File: src/rtl/uart_mon_cmd_if.sv
// Memory access port of the monitor command engine: one request at a time,
// re/we held until a single-cycle ack.
interface uart_mon_cmd_if;
  logic [31:0] adr;
  logic [31:0] wdata;
  logic        re;
  logic        we;
  logic [31:0] rdata;
  logic        ack;

  modport master (output adr, wdata, re, we, input rdata, ack);
  modport slave  (input adr, wdata, re, we, output rdata, ack);
endinterface

File: src/rtl/uart_mon_cmd.sv
// Monitor command engine: pops bytes from the rx FIFO, echoes them, parses
// "r <adr>" / "w <adr> <dat>" lines, performs one memory access per line and
// writes the reply into the tx FIFO.
module uart_mon_cmd (
  input  logic             clk,
  input  logic             rst,
  input  logic [7:0]       rx_rdata,
  input  logic             rx_fifo_dvalid,
  output logic             rx_rden,
  output logic [7:0]       tx_wdata,
  output logic             tx_wten,
  input  logic             tx_fifo_full,
  output logic             mon_busy,
  uart_mon_cmd_if.master   mon
);

  typedef enum logic [1:0] {S_IDLE, S_EXEC, S_MEM, S_RESP} state_t;

  state_t      state, state_nx;

  logic        rden_prev;
  logic        cmd_set;
  logic        cmd_w;
  logic [1:0]  field;
  logic [3:0]  adr_cnt;
  logic [3:0]  dat_cnt;
  logic        err;
  logic [31:0] adr;
  logic [31:0] dat;
  logic [31:0] rdata_q;
  // Reply position: 0-7 hex digits, 8 '?', 9 CR, 10 LF. Each reply kind
  // starts at a different index and shares the CR/LF tail.
  logic [3:0]  resp_idx;

  logic        pop;
  logic        is_cr, is_lf, is_sp, is_cmd, is_hex;
  logic [3:0]  nib;
  logic        go_read, go_write, go_empty;
  logic [31:0] rd_sh;
  logic [7:0]  resp_byte;

  function automatic logic [3:0] hex_val(input logic [7:0] c);
    if (c <= 8'h39) return c[3:0];
    else            return c[3:0] + 4'd9;
  endfunction

  function automatic logic [7:0] hex_chr(input logic [3:0] n);
    if (n < 4'd10) return {4'h3, n};
    else           return 8'h37 + {4'h0, n};
  endfunction

  assign pop    = (state == S_IDLE) & rx_fifo_dvalid & ~tx_fifo_full & ~rden_prev & ~rst;
  assign is_cr  = (rx_rdata == 8'h0D);
  assign is_lf  = (rx_rdata == 8'h0A);
  assign is_sp  = (rx_rdata == 8'h20);
  assign is_cmd = (rx_rdata == 8'h72) | (rx_rdata == 8'h52) |
                  (rx_rdata == 8'h77) | (rx_rdata == 8'h57);
  assign is_hex = ((rx_rdata >= 8'h30) && (rx_rdata <= 8'h39)) ||
                  ((rx_rdata >= 8'h41) && (rx_rdata <= 8'h46)) ||
                  ((rx_rdata >= 8'h61) && (rx_rdata <= 8'h66));
  assign nib    = hex_val(rx_rdata);

  assign go_read  = cmd_set & ~cmd_w & (adr_cnt != 4'd0) & (dat_cnt == 4'd0) & ~err;
  assign go_write = cmd_set &  cmd_w & (adr_cnt != 4'd0) & (dat_cnt != 4'd0) & ~err;
  assign go_empty = ~cmd_set & ~err;

  assign rd_sh = rdata_q << {resp_idx[2:0], 2'b00};

  // Reply byte for the current index
  always_comb begin
    resp_byte = 8'h0A;
    if (resp_idx < 4'd8)       resp_byte = hex_chr(rd_sh[31:28]);
    else if (resp_idx == 4'd8) resp_byte = 8'h3F;
    else if (resp_idx == 4'd9) resp_byte = 8'h0D;
  end

  assign mon.adr   = adr;
  assign mon.wdata = dat;
  assign mon_busy  = (state != S_IDLE);

  // State register
  always_ff @(posedge clk) begin
    if (rst) state <= S_IDLE;
    else     state <= state_nx;
  end

  // Next state and FIFO / memory strobes
  always_comb begin
    state_nx = state;
    rx_rden  = 1'b0;
    tx_wten  = 1'b0;
    tx_wdata = '0;
    mon.re   = 1'b0;
    mon.we   = 1'b0;
    case (state)
      S_IDLE: begin
        if (pop) begin
          rx_rden = 1'b1;
          if (is_cr) begin
            state_nx = S_EXEC;
          end else if (!is_lf) begin
            tx_wten  = 1'b1;
            tx_wdata = rx_rdata;
          end
        end
      end
      S_EXEC: state_nx = (go_read | go_write) ? S_MEM : S_RESP;
      S_MEM: begin
        mon.re = ~cmd_w;
        mon.we = cmd_w;
        if (mon.ack) state_nx = S_RESP;
      end
      S_RESP: begin
        if (!tx_fifo_full) begin
          tx_wten  = 1'b1;
          tx_wdata = resp_byte;
          if (resp_idx == 4'd10) state_nx = S_IDLE;
        end
      end
      default: state_nx = S_IDLE;
    endcase
  end

  // Line parser, read-data capture and reply sequencing
  always_ff @(posedge clk) begin
    if (rst) begin
      rden_prev <= 1'b0;
      cmd_set   <= 1'b0;
      cmd_w     <= 1'b0;
      field     <= '0;
      adr_cnt   <= '0;
      dat_cnt   <= '0;
      err       <= 1'b0;
      adr       <= '0;
      dat       <= '0;
      rdata_q   <= '0;
      resp_idx  <= '0;
    end else begin
      rden_prev <= rx_rden;
      case (state)
        S_IDLE: begin
          if (pop && !is_cr && !is_lf) begin
            if (is_cmd) begin
              if (!cmd_set) begin
                cmd_set <= 1'b1;
                cmd_w   <= rx_rdata[2];
              end else begin
                err <= 1'b1;
              end
            end else if (is_sp) begin
              if (cmd_set) begin
                if (field == 2'd0)                           field <= 2'd1;
                else if ((field == 2'd1) && (adr_cnt != 4'd0)) field <= 2'd2;
              end
            end else if (is_hex) begin
              if (field == 2'd1) begin
                adr     <= {adr[27:0], nib};
                adr_cnt <= (adr_cnt == 4'd8) ? 4'd8 : adr_cnt + 4'd1;
              end else if (field == 2'd2) begin
                dat     <= {dat[27:0], nib};
                dat_cnt <= (dat_cnt == 4'd8) ? 4'd8 : dat_cnt + 4'd1;
              end else begin
                err <= 1'b1;
              end
            end else begin
              err <= 1'b1;
            end
          end
        end
        S_EXEC: begin
          if (go_read)                  resp_idx <= 4'd0;
          else if (go_write || go_empty) resp_idx <= 4'd9;
          else                          resp_idx <= 4'd8;
        end
        S_MEM: begin
          if (mon.ack && !cmd_w) rdata_q <= mon.rdata;
        end
        S_RESP: begin
          if (!tx_fifo_full) begin
            if (resp_idx == 4'd10) begin
              cmd_set <= 1'b0;
              cmd_w   <= 1'b0;
              field   <= '0;
              adr_cnt <= '0;
              dat_cnt <= '0;
              err     <= 1'b0;
              adr     <= '0;
              dat     <= '0;
            end else begin
              resp_idx <= (resp_idx == 4'd7) ? 4'd9 : resp_idx + 4'd1;
            end
          end
        end
        default: ;
      endcase
    end
  end

endmodule

File: src/flat_wrapper.sv
// flat-port wrapper written by rule: the top's interface ports become plain ports
module uart_mon_cmd_flat 
  (clk, rst, rx_rdata, rx_fifo_dvalid, rx_rden, tx_wdata, tx_wten, tx_fifo_full, mon_busy, mon_adr, mon_wdata, mon_re, mon_we, mon_rdata, mon_ack);
  uart_mon_cmd_if mon_i ();
  input  logic clk;
  input  logic rst;
  input  logic [7:0] rx_rdata;
  input  logic rx_fifo_dvalid;
  output logic rx_rden;
  output logic [7:0] tx_wdata;
  output logic tx_wten;
  input  logic tx_fifo_full;
  output logic mon_busy;
  output wire logic [$bits(mon_i.adr)-1:0] mon_adr;
  output wire logic [$bits(mon_i.wdata)-1:0] mon_wdata;
  output wire logic [$bits(mon_i.re)-1:0] mon_re;
  output wire logic [$bits(mon_i.we)-1:0] mon_we;
  input wire logic [$bits(mon_i.rdata)-1:0] mon_rdata;
  input wire logic [$bits(mon_i.ack)-1:0] mon_ack;
  assign mon_adr = mon_i.adr;
  assign mon_wdata = mon_i.wdata;
  assign mon_re = mon_i.re;
  assign mon_we = mon_i.we;
  assign mon_i.rdata = mon_rdata;
  assign mon_i.ack = mon_ack;
  uart_mon_cmd u_core (.clk(clk), .rst(rst), .rx_rdata(rx_rdata), .rx_fifo_dvalid(rx_fifo_dvalid), .rx_rden(rx_rden), .tx_wdata(tx_wdata), .tx_wten(tx_wten), .tx_fifo_full(tx_fifo_full), .mon_busy(mon_busy), .mon(mon_i));
endmodule
File: config.mk
export PLATFORM = sky130hd
export DESIGN_NAME = uart_mon_cmd_flat
export DESIGN_NICKNAME = d
export VERILOG_FILES = /design/src/rtl/uart_mon_cmd_if.sv /design/src/rtl/uart_mon_cmd.sv /design/src/flat_wrapper.sv
export SDC_FILE = /design/constraint.sdc
export NUM_CORES = 1
export LEC_CHECK = 0
export ABC_CLOCK_PERIOD_IN_PS = 3350
export CELL_PAD_IN_SITES_DETAIL_PLACEMENT = 1
export CELL_PAD_IN_SITES_GLOBAL_PLACEMENT = 1
export CORE_MARGIN = 5
export CORE_UTILIZATION = 38
export DETAILED_ROUTE_END_ITERATION = 6
export HOLD_SLACK_MARGIN = 0.03
export PLACE_DENSITY_LB_ADDON = 0.1
export SYNTH_ARGS = -nofsm -noshare
export SYNTH_HDL_FRONTEND = slang
export SYNTH_SLANG_ARGS = --single-unit
File: constraint.sdc
create_clock -name clk -period 3.35 [get_ports clk]
set_input_delay 0.5025 -clock clk [delete_from_list [all_inputs] [get_ports clk]]
set_output_delay 0.5025 -clock clk [all_outputs]
set_load 0.1 [all_outputs]
; Yosys cells after proc, flatten, opt, wreduce, memory -nomap -nowiden
; Cells that the tools add are included.
[word_totals]
regBits = 116
in_bits = 45
out_inout_bits = 77
wordCells = 207
[classes]
add_sub_neg = 5
order_cmp = 8
eq_ne = 40
shift = 1
mux = 88
bitwise = 23
reduce_logical = 30
[ops]
columns = operator, n
row1 = 32-bit two-way mux, 13
row2 = 32-bit one-hot mux with 2 select lines, 2
row3 = 4-bit two-way mux, 20
row4 = 8-bit two-way mux, 7
row5 = "8-bit by 7-bit equality test with 1-bit output, second input constant", 4
row6 = 32-bit by 5-bit left shift with 32-bit output, 1
row7 = 1-bit two-way mux, 24
row8 = 4-bit one-hot mux with 2 select lines, 3
row9 = 8-bit AND reduction, 3
row10 = 2-bit two-way mux, 11
row11 = "4-bit equality test, second input constant", 5
row12 = "2-bit inequality test, second input constant", 10
row13 = "8-bit by 4-bit equality test with 1-bit output, second input constant", 2
row14 = "8-bit by 7-bit >= comparator with 1-bit output, second input constant", 2
row15 = "8-bit by 7-bit <= comparator with 1-bit output, second input constant", 2
row16 = 8-bit one-hot mux with 2 select lines, 1
row17 = "2-bit by 1-bit inequality test with 1-bit output, second input constant", 7
row18 = 1-bit bitwise AND, 13
row19 = "4-bit by 1-bit adder with 4-bit output, second input constant", 3
row20 = 5-bit AND reduction, 2
row21 = 9-bit AND reduction, 1
row22 = "8-bit by 6-bit equality test with 1-bit output, second input constant", 1
row23 = "8-bit by 6-bit >= comparator with 1-bit output, second input constant", 1
row24 = "8-bit by 6-bit <= comparator with 1-bit output, second input constant", 1
row25 = 25 further kinds, 56

; Depth between registers and ports, before layout
; Gate-level depths: netlist (run 1).
[depth]
ltp_word = 9
ltp_mapped = 11
depth_no_buf = 8

; Least setup slack after synthesis (run 1)
; OpenSTA, ideal clock, no wires.
[synth_timing]
path_type = register to output
start = register u_core.resp_idx[0]
end = output port tx_wdata[1]
t_arrival_ns = 3.653
t_required_ns = 2.847
setup_slack_ns = -0.806
path_stages_with_launch = 9
n_path_buf = 1
path_cell_list = dfxtp_1 buf_2 mux4_2 mux2i_1 ha_1 nand2_1 a21oi_1 a311o_1 a21oi_1
[synth_via]
elab_chain_len = 6
elab_cells_between_ends = 12
classes_between = add/sub (1) / order compare (2) / eq/ne (2) / shift (1) / mux (6)
[synth_lines]
columns = item, line
row1 = "start, declared", uart_mon_cmd.sv:33  ; logic [3:0] resp_idx;
row2 = "start signal, assigned", uart_mon_cmd.sv:190  ; resp_idx <= (resp_idx == 4'd7) ? 4'd9 : resp_idx + 4'd1;
row3 = 32-bit by 5-bit left shift with 32-bit output or 4-bit equality test (tied branches), "uart_mon_cmd.sv:67, uart_mon_cmd.sv:74"
row4 = 6-bit by 4-bit adder with 7-bit output (tied with other cells), uart_mon_cmd.sv:49  ; else return 8'h37 + {4'h0, n};
row5 = 8-bit two-way mux (on tied branches), "uart_mon_cmd.sv:48, uart_mon_cmd.sv:73"
row6 = 8-bit two-way mux *, uart_mon_cmd.sv:72  ; if (resp_idx < 4'd8) resp_byte = hex_chr(rd_sh[31:28]);
row7 = 8-bit two-way mux *, uart_mon_cmd.sv:114  ; if (!tx_fifo_full) begin
row8 = 8-bit one-hot mux with 2 select lines *, uart_mon_cmd.sv:95  ; case (state)
row9 = "end, declared", flat_wrapper.sv:10  ; output logic [7:0] tx_wdata;
; Every way passes the cells marked *; elsewhere a longest branch is shown, timed or not.

; Final worst setup path (run 1)
; Ends and elaborated chain as after synthesis.

==> results.toml, run 1 <==
[synthesis]
synth_warnings = 0
seq_area_frac_synth_pct = 42.0
synth_cells = 634
synth-main-ff-cell = "dfxtp_1"
synthArstFlopShare_pct = 0
avgSynthCellArea_um2 = 8.71
synth-edff-count = 0
synth_area_um2 = 5530
ys_seq_elements = 116
syn-num-nets = 698
synth.distinct_cells = 62

[route]
wl_per_cell_um = 17.7
dr.pass1.iters = 4
finalWirelength_um = 16700
ant_nets = 0
detail_route.iter0.violations = 311
vias = 5088
drc = 0
via_per_inst = 5.39

[worst_setup_path]
critPathLaunchType = "register"
worstSetupPathType = "register to primary output"
crit_required_ns = 2.85
worstPathArrival_ns = 2.65
cp-end-kind = "primary output"
critPathMaxFanout = 4

[finish]
areaGrowthSynthToFinish_pct = 39.1
num_antenna_cells = 0
mostFrequentLayoutCells = "dfxtp_1, clkdlybuf4s50_1, nand2_1"
fin_nets = 812
post-route-util_pct = 53.3
fillerInstances = 1630
final_cell_count_no_fill = 944
final_common_cell = "dfxtp_1"
drive_gt1_share_pct = 12.9

[clock_tree]
cts_max_path_buffers = 2
worstSkewPairLatency_ns = 0.41
h-tree-depth = 4
clk_pin_slew_ns = 0.05
postCtsSetupBuffers = 0
ctsRootBufferMaster = "clkbuf_16"
cts.sinks = 116
cts_tree = "yes"
postCtsHoldBufs = 0
numCtsBuffers = 17

[sta]
slew_headroom_pct = 29.5
max_slew.worst_pin.slew_ns = 1.06
hold_violations = 0
skew_ns = 0.00799
fmax_ghz = 0.317
grt_setup_unrepaired = "no"
post-route-min-period_ns = 3.15
fin_crit_sh_pct = 94.2
finalSetupViolCount = 0
finalMaxSlewViolations = 0

[power_and_ir_drop]
power.density_nw_per_um2 = 453
leakage_uw = 0.00279
peakVddDrop_mv = 0.348
p_total_uw = 3480

[global_routing]
grt_max_degree = 78
grt_pass1_wl_um = 27200
track_usage_pct = 19.7
overflow = 0
grt_pass1_vias = 5314
antenna_found_initial = 0

[floorplan]
fp.dieArea_um2 = 17100
io_pins = 122
die_x_um = 131
core-area_um2 = 14400
start_util_pct = 38.3
rows = 44
die_h_um = 131

[status]
status = "completed"

[place]
io_buffers = 121
place.gp.congestion = 0.858
place_inst = 913
dp_hpwl_um = 11800

[flow_run]
drv_cap = 0

[hold_path]
min_path_type = "input port to register"
power by group:
part	total (uW)	switching, uW	internal [uW]
registers	1390	4.02	1380
clock network	1840	623	1220
logic	252	148	105
synthesized netlist by cell type (2+ instances only):
cell | n | area, um2
a31oi_1 | 4 | 25.0
buf_6 | 4 | 45.0
o21ai_1 | 32 | 160
nand3_1 | 7 | 35.0
mux4_2 | 8 | 180
a21oi_1 | 61 | 305
or4_1 | 2 | 15.0
nand2b_1 | 38 | 238
nand2_1 | 86 | 323
clkbuf_1 | 25 | 93.8
ha_1 | 19 | 238
and3_1 | 2 | 12.5
nand4_1 | 35 | 219
buf_1 | 9 | 33.8
a22o_1 | 34 | 298
or3_1 | 2 | 12.5
o221ai_1 | 2 | 17.5
buf_2 | 8 | 40.0
nor3b_1 | 3 | 22.5
nor2_1 | 21 | 78.8
o31ai_1 | 4 | 30.0
nor3_1 | 8 | 40.0
o21ai_0 | 16 | 80.1
nor2b_1 | 5 | 31.3
or2_2 | 2 | 12.5
inv_1 | 22 | 82.6
nor4b_1 | 3 | 26.3
and2_1 | 2 | 12.5
a211oi_1 | 2 | 15.0
dfxtp_1 | 116 | 2320
mux2i_1 | 13 | 130
o21a_1 | 3 | 22.5
nand3b_1 | 4 | 30.0
xnor2_1 | 4 | 35.0
layout make-up:
type	count	area, um2	area share [%]
inverter	23	86.3	1.12
clock inverter	10	130	1.69
multi-input combinational	448	2970	38.7
timing repair buffer	142	1470	19.1
clock buffer	21	470	6.12
tap	184	230	3.00
sequential	116	2330	30.3
routing by layer:
| metal | wire length, um | GRT usage, % | part of all wire (%) | vias up |
|---|---|---|---|---|
| met4 | 144 | 4.90 | 0.86 | 0 |
| met1 | 7790 | 26.4 | 47 | 2473 |
| li1 | - | - | - | 2486 |
| met5 | 0 | 0 | 0 | - |
| met2 | 7980 | 32.5 | 48 | 118 |
| met3 | 765 | 4.43 | 4.6 | 11 |
registers in the layout, indices dropped and copies added (netlist names):
name              count
u_core.dat_cnt        4
u_core.resp_idx       4
u_core.state          2
u_core.cmd_w          1
u_core.mon.adr       32
u_core.mon.wdata     32
u_core.rden_prev      1
u_core.field          2
u_core.err            1
u_core.adr_cnt        4
u_core.cmd_set        1
u_core.rdata_q       32
path summary, 6_finish.rpt:
check,start,end,slack (ns),cells past startpoint
worst max-delay path,u_core.resp_idx[0]$_SDFFE_PP0P_,tx_wdata[1],0.20,8
worst max register to register,u_core.state[1]$_SDFFE_PP0P_,u_core.mon.adr[2]$_SDFFE_PP0P_,0.54,7
worst min register to register,u_core.rdata_q[14]$_SDFFE_PP0P_,u_core.rdata_q[14]$_SDFFE_PP0P_,0.46,2
worst min-delay path,rst,u_core.field[0]$_SDFFE_PP0P_,0.43,2
metrics by stage:
step                setup TNS [ns]  instance area (um2)  hold slack [ns]  setup WS, ns
floorplan                   -0.197                 5550            0.433        -0.197
global placement                 0                 7040            0.442         0.153
detailed placement               0                 7040            0.449        0.0414
CTS                              0                 7650            0.417       0.00730
global route                     0                 7680            0.428        0.0283
finish                           0                 7680            0.427         0.196
worst max-delay path, stage by stage, from the launching register on:
cell	delay (ns)
dfxtp_4	0.37
buf_4	0.16
mux4_2	0.52
mux2_2	0.32
nand2_1	0.08
a21oi_1	0.07
a311o_1	0.35
a21oi_2	0.19
buf_12	0.20
cell families (layout without fill, tap and decap cells):
logic type      after synthesis  after routing  synth area share (%)
simple gates                230            230                  21.7
compound gates              172            172                  19.8
flops                       116            116                  42.0
buf+inv                      70            196                  5.50
mux                          22             22                  5.82
fa+ha+maj                    19             19                  4.30
xor+xnor                      5              5                 0.793
timing repair:
action | CTS | global route
gates cloned | 0 | 0
resized for setup | 5 | 6
pin swaps | 0 | 1
hold endpoints to repair | 0 | 0
endpoints found under the setup margin | 3 | 2
Note: power is estimated with default switching activity, not from simulation.
==> run 2, diff against run 1 <==
==> constraint.sdc (replaced) <==
create_clock -name clk -period 3.35 [get_ports clk]
set_input_delay 0.335 -clock clk [delete_from_list [all_inputs] [get_ports clk]]
set_output_delay 0.335 -clock clk [all_outputs]
set_load 0.1 [all_outputs]
==> run 2 against run 1 <==
Net effect: global-route usage is 0.35 points lower; power is 0.44% higher; clock skew is 0.0022 ns higher; hold slack worse by 0.062 ns; critical path depth stayed put.
==> results.toml, run 2 (same netlist as run 1, synthesis figures left out) <==
[status]
status = "completed"

[floorplan]
io_pins = 122
die_x_um = 131
fp.dieArea_um2 = 17100
rows = 44
start_util_pct = 38.3
core-area_um2 = 14400
die_h_um = 131

[finish]
areaGrowthSynthToFinish_pct = 37.6
final_common_cell = "dfxtp_1"
fin_nets = 810
post-route-util_pct = 52.7
num_antenna_cells = 0
mostFrequentLayoutCells = "dfxtp_1, clkdlybuf4s50_1, nand2_1"
drive_gt1_share_pct = 12.2

[power_and_ir_drop]
switching_share_pct = 22.2
p_switching_uw = 775
leakage_uw = 0.00277
pwr-share-seq_pct = 39.8
power.density_nw_per_um2 = 460
p_comb_share_pct = 7.0
p_int_uw = 2720
clkPwrFrac_pct = 53.2
peakVddDrop_mv = 0.350
p_total_uw = 3490

[worst_setup_path]
crit_family = "multiplexers"
worstSetupPathType = "register to primary output"
rr_worst_depth = 9
critPathMaxFanout = 8
worstPathArrival_ns = 2.88
path_buf_inv = 1
cp_num_cells = 8
critPathLaunchType = "register"
cpPeakStageDelay_ns = 0.56
crit_required_ns = 3.01
cp-end-kind = "primary output"
crit_slowest_cell = "mux4_2"
path_cells = "mux4_2 -> mux2i_2 -> ha_1 -> nand2_1 -> a21oi_1 -> a311o_1 -> a21oi_2 -> buf_12"

[clock_tree]
cts_tree = "yes"
cts.sinks = 116
cts_max_path_buffers = 2
postCtsHoldBufs = 0
postCtsSetupBuffers = 0
h-tree-depth = 4
worstSkewPairLatency_ns = 0.42
ctsRootBufferMaster = "clkbuf_16"
numCtsBuffers = 17
clk_pin_slew_ns = 0.05

[place]
place.gp.congestion = 0.849
dp_hpwl_um = 11600
dpl_worst_slack_ns = 0.0469
io_buffers = 121

[route]
dr.pass1.iters = 4
wl_per_cell_um = 17.4
vias = 5048
ant_nets = 0
finalWirelength_um = 16400
drc = 0
via_per_inst = 5.36
detail_route.iter0.violations = 268

[sta]
fin_crit_sh_pct = 95.9
setup_tns_ns = 0
fmax_ghz = 0.311
grt_setup_unrepaired = "no"
fin_hold_ws_ns = 0.366
slew_headroom_pct = 29.8
hold_violations = 0
max_slew.worst_pin.slew_ns = 1.05
fin_ws_ns = 0.138
skew_ns = 0.0102
finalSetupViolCount = 0
post-route-min-period_ns = 3.21
finalMaxSlewViolations = 0

[global_routing]
track_usage_pct = 19.4
overflow = 0
grt_max_degree = 86
grt_pass1_wl_um = 26400
antenna_found_initial = 0
grt_pass1_vias = 5150

[hold_path]
min_path_type = "input port to register"
worstHoldPathCells = 4

[flow_run]
drv_cap = 0
[run 2: layout make-up]
class,instances,area (um2)
fill,1663,6820
clock buffer,21,480
inverter,23,86.3
clock inverter,9,128
tap,184,230
timing repair buffer,140,1420
multi-input combinational,448,2930
sequential,116,2330
[run 2: worst reg2reg max path, cell delays in order, from the launching register on]
cell,delay (ns)
dfxtp_1,0.41
inv_1,0.11
ha_1,0.31
inv_1,0.20
or4_4,0.18
and3_4,0.25
nand2_4,0.08
nor2_2,0.74
buf_4,0.32
o21ai_1,0.10
[run 2: worst paths after layout]
check,from,end,slack [ns]
max,u_core.resp_idx[0]$_SDFFE_PP0P_,tx_wdata[1],0.14
min,rst,u_core.rden_prev$_SDFF_PP0_,0.37
max reg2reg,u_core.state[1]$_SDFFE_PP0P_,u_core.mon.wdata[25]$_SDFFE_PP0P_,0.53
min reg2reg,u_core.rdata_q[5]$_SDFFE_PP0P_,u_core.rdata_q[5]$_SDFFE_PP0P_,0.45
[run 2: layer usage]
layer	routed length (um)	track usage [%]	up-vias
met2	7840	31.7	107
met1	7690	25.6	2445
met5	0	0	-
li1	-	-	2479
met4	190	5.38	0
met3	695	4.72	17
[run 2: power groups by stage]
stage / logic, uW / registers [uW] / clock network [uW]
detailed placement: 245 / 1420 / 0
global placement: 240 / 1420 / 0
finish: 246 / 1390 / 1860
CTS: 246 / 1390 / 1900
floorplan: 139 / 1420 / 0
global route: 262 / 1390 / 1960
[run 2: per-stage QoR]
step | cell area (um2) | instances
global placement | 6980 | 911
finish | 7600 | 941
detailed placement | 6980 | 911
CTS | 7590 | 941
floorplan | 5540 | 634
global route | 7600 | 941
[run 2: repair_timing]
| item | 4_1_cts | 5_1_grt |
|---|---|---|
| endpoints found under the hold margin | 0 | 0 |
| resized for setup | 2 | 3 |
| endpoints found under the setup margin | 2 | 2 |
==> run 3, diff against run 2 <==
- TNS_END_PERCENT: not set -> 5
==> run 3 against run 2 <==
Net effect: non-clock buffer count is 7 lower; cell area up 0.18%; sequential share of layout area is 0.055 points lower; power grew 6.4%; critical path depth unchanged; global-route usage shrank 0.20 points; routed wire length fell by 2.5%; via count rose by 0.67%; critical endpoint unchanged; die area is the same; highest routed layer unchanged; largest cell class unchanged; sequential power about the same.
==> results.toml, run 3 (same netlist as run 1, synthesis figures left out) <==
[status]
status = "completed"

[sta]
slew_headroom_pct = 28.9
fin_crit_sh_pct = 94.6
grt_setup_unrepaired = "no"
fin_ws_ns = 0.182
skew_ns = 0.00682
max_slew.worst_pin.slew_ns = 1.07
finalMaxSlewViolations = 0
fin_hold_ws_ns = 0.359
finalSetupViolCount = 0
fmax_ghz = 0.316
hold_violations = 0
post-route-min-period_ns = 3.17

[place]
place.gp.congestion = 0.802
io_buffers = 121
dp_hpwl_um = 11200
dpl_worst_slack_ns = 0.210

[finish]
final_common_cell = "dfxtp_1"
mostFrequentLayoutCells = "dfxtp_1, clkdlybuf4s50_1, nand2_1"
fin_nets = 803
num_antenna_cells = 0
drive_gt1_share_pct = 11.4
layout.area.seq_um2 = 2330
fillerInstances = 1670
multiInputGateArea_um2 = 2930
areaGrowthSynthToFinish_pct = 37.8

[clock_tree]
ctsRootBufferMaster = "clkbuf_16"
cts_tree = "yes"
cts.sinks = 116
postCtsSetupBuffers = 0
cts_max_path_buffers = 2
h-tree-depth = 4
numCtsBuffers = 17
worstSkewPairLatency_ns = 0.41
clk_pin_slew_ns = 0.05

[floorplan]
core-area_um2 = 14400
die_h_um = 131
start_util_pct = 38.3
io_pins = 122
fp.dieArea_um2 = 17100
die_x_um = 131
rows = 44

[global_routing]
antenna_found_initial = 0
met3_usage_pct = 4.19
grt_max_degree = 86
track_usage_pct = 19.2
gr-usage-met2_pct = 31.9
overflow = 0
grt_pass1_wl_um = 26200
grt_use_met1_pct = 25.0
grt_pass1_vias = 5274
grt_most_used_layer = "met2"

[route]
detail_route.iter0.violations = 327
wl_per_cell_um = 17.1
via_per_inst = 5.43
ant_nets = 0
drc = 0
vias = 5082
finalWirelength_um = 16000
dr.pass1.iters = 4

[hold_path]
min_path_type = "input port to register"
min_from = "rst"

[power_and_ir_drop]
p_total_uw = 3720
power.density_nw_per_um2 = 488
leakage_uw = 0.00277
peakVddDrop_mv = 0.343

[worst_setup_path]
critPathLaunchType = "register"
cpPeakStageDelay_ns = 0.52
critPathMaxFanout = 8
path_buf_inv = 1
worstSetupPathType = "register to primary output"
timing.rr.start = "u_core.state[0]$_SDFFE_PP0P_"
path_cells = "mux4_2 -> mux2i_1 -> ha_1 -> nand2_1 -> a21oi_1 -> a311o_1 -> a21oi_2 -> buf_12"
crit_required_ns = 3.01
crit_family = "multiplexers"
cp-startpoint = "u_core.resp_idx[1]$_SDFFE_PP0P_"
worstPathArrival_ns = 2.83
crit_slowest_cell = "mux4_2"
cp-end-kind = "primary output"

[flow_run]
drv_cap = 0
run 3: final timing paths:
kind / to / slack [ns] / cells after the start
min: u_core.rden_prev$_SDFF_PP0_ / 0.36 / 4
max: tx_wdata[1] / 0.18 / 8
min reg2reg: u_core.rdata_q[18]$_SDFFE_PP0P_ / 0.46 / 2
max reg2reg: u_core.mon.adr[19]$_SDFFE_PP0P_ / 0.59 / 7
run 3: repair_timing:
| item | in CTS | in global routing |
|---|---|---|
| pin swaps | 0 | 0 |
| gates resized for setup | 2 | 3 |
| setup endpoints to repair | 2 | 2 |
| hold buffers | 0 | 0 |
run 3: power by group:
| part | internal [uW] | total, uW | leakage (uW) | switching, uW |
|---|---|---|---|---|
| logic | 97.5 | 240 | 0.00151 | 142 |
| clock network | 1430 | 2090 | 0.000333 | 656 |
| registers | 1380 | 1390 | 0.000936 | 4.70 |
| total | 2910 | 3720 | 0.00277 | 803 |
run 3: area by class of cell:
| cell class | instances | area share [%] |
|---|---|---|
| clock buffers | 19 | 5.95 |
| clock inverters | 13 | 3.01 |
| inverters | 23 | 1.13 |
| multi-input cells | 448 | 38.4 |
| flip-flops and latches | 116 | 30.5 |
| well taps | 184 | 3.02 |
| repair buffers | 133 | 17.9 |
run 3: worst min-delay path: stages:
cell	delay [ns]
buf_2	0.10
nor4b_1	0.05
nand2_1	0.17
inv_1	0.06
run 3: stage by stage:
stage / std cells / TNS (ns) / cell area, um2 / utilization, %
finish: 936 / 0 / 7610 / 52.8
global placement: 904 / 0 / 6920 / 48.0
detailed placement: 904 / 0 / 6920 / 48.0
global route: 936 / 0 / 7610 / 52.8
CTS: 936 / 0 / 7610 / 52.7
floorplan: 634 / -0.568 / 5530 / -
run 3: routing by layer:
layer,wire length (um),up-vias
met3,780,16
li1,-,2474
met4,213,0
met1,7430,2464
met5,0,-
met2,7580,128
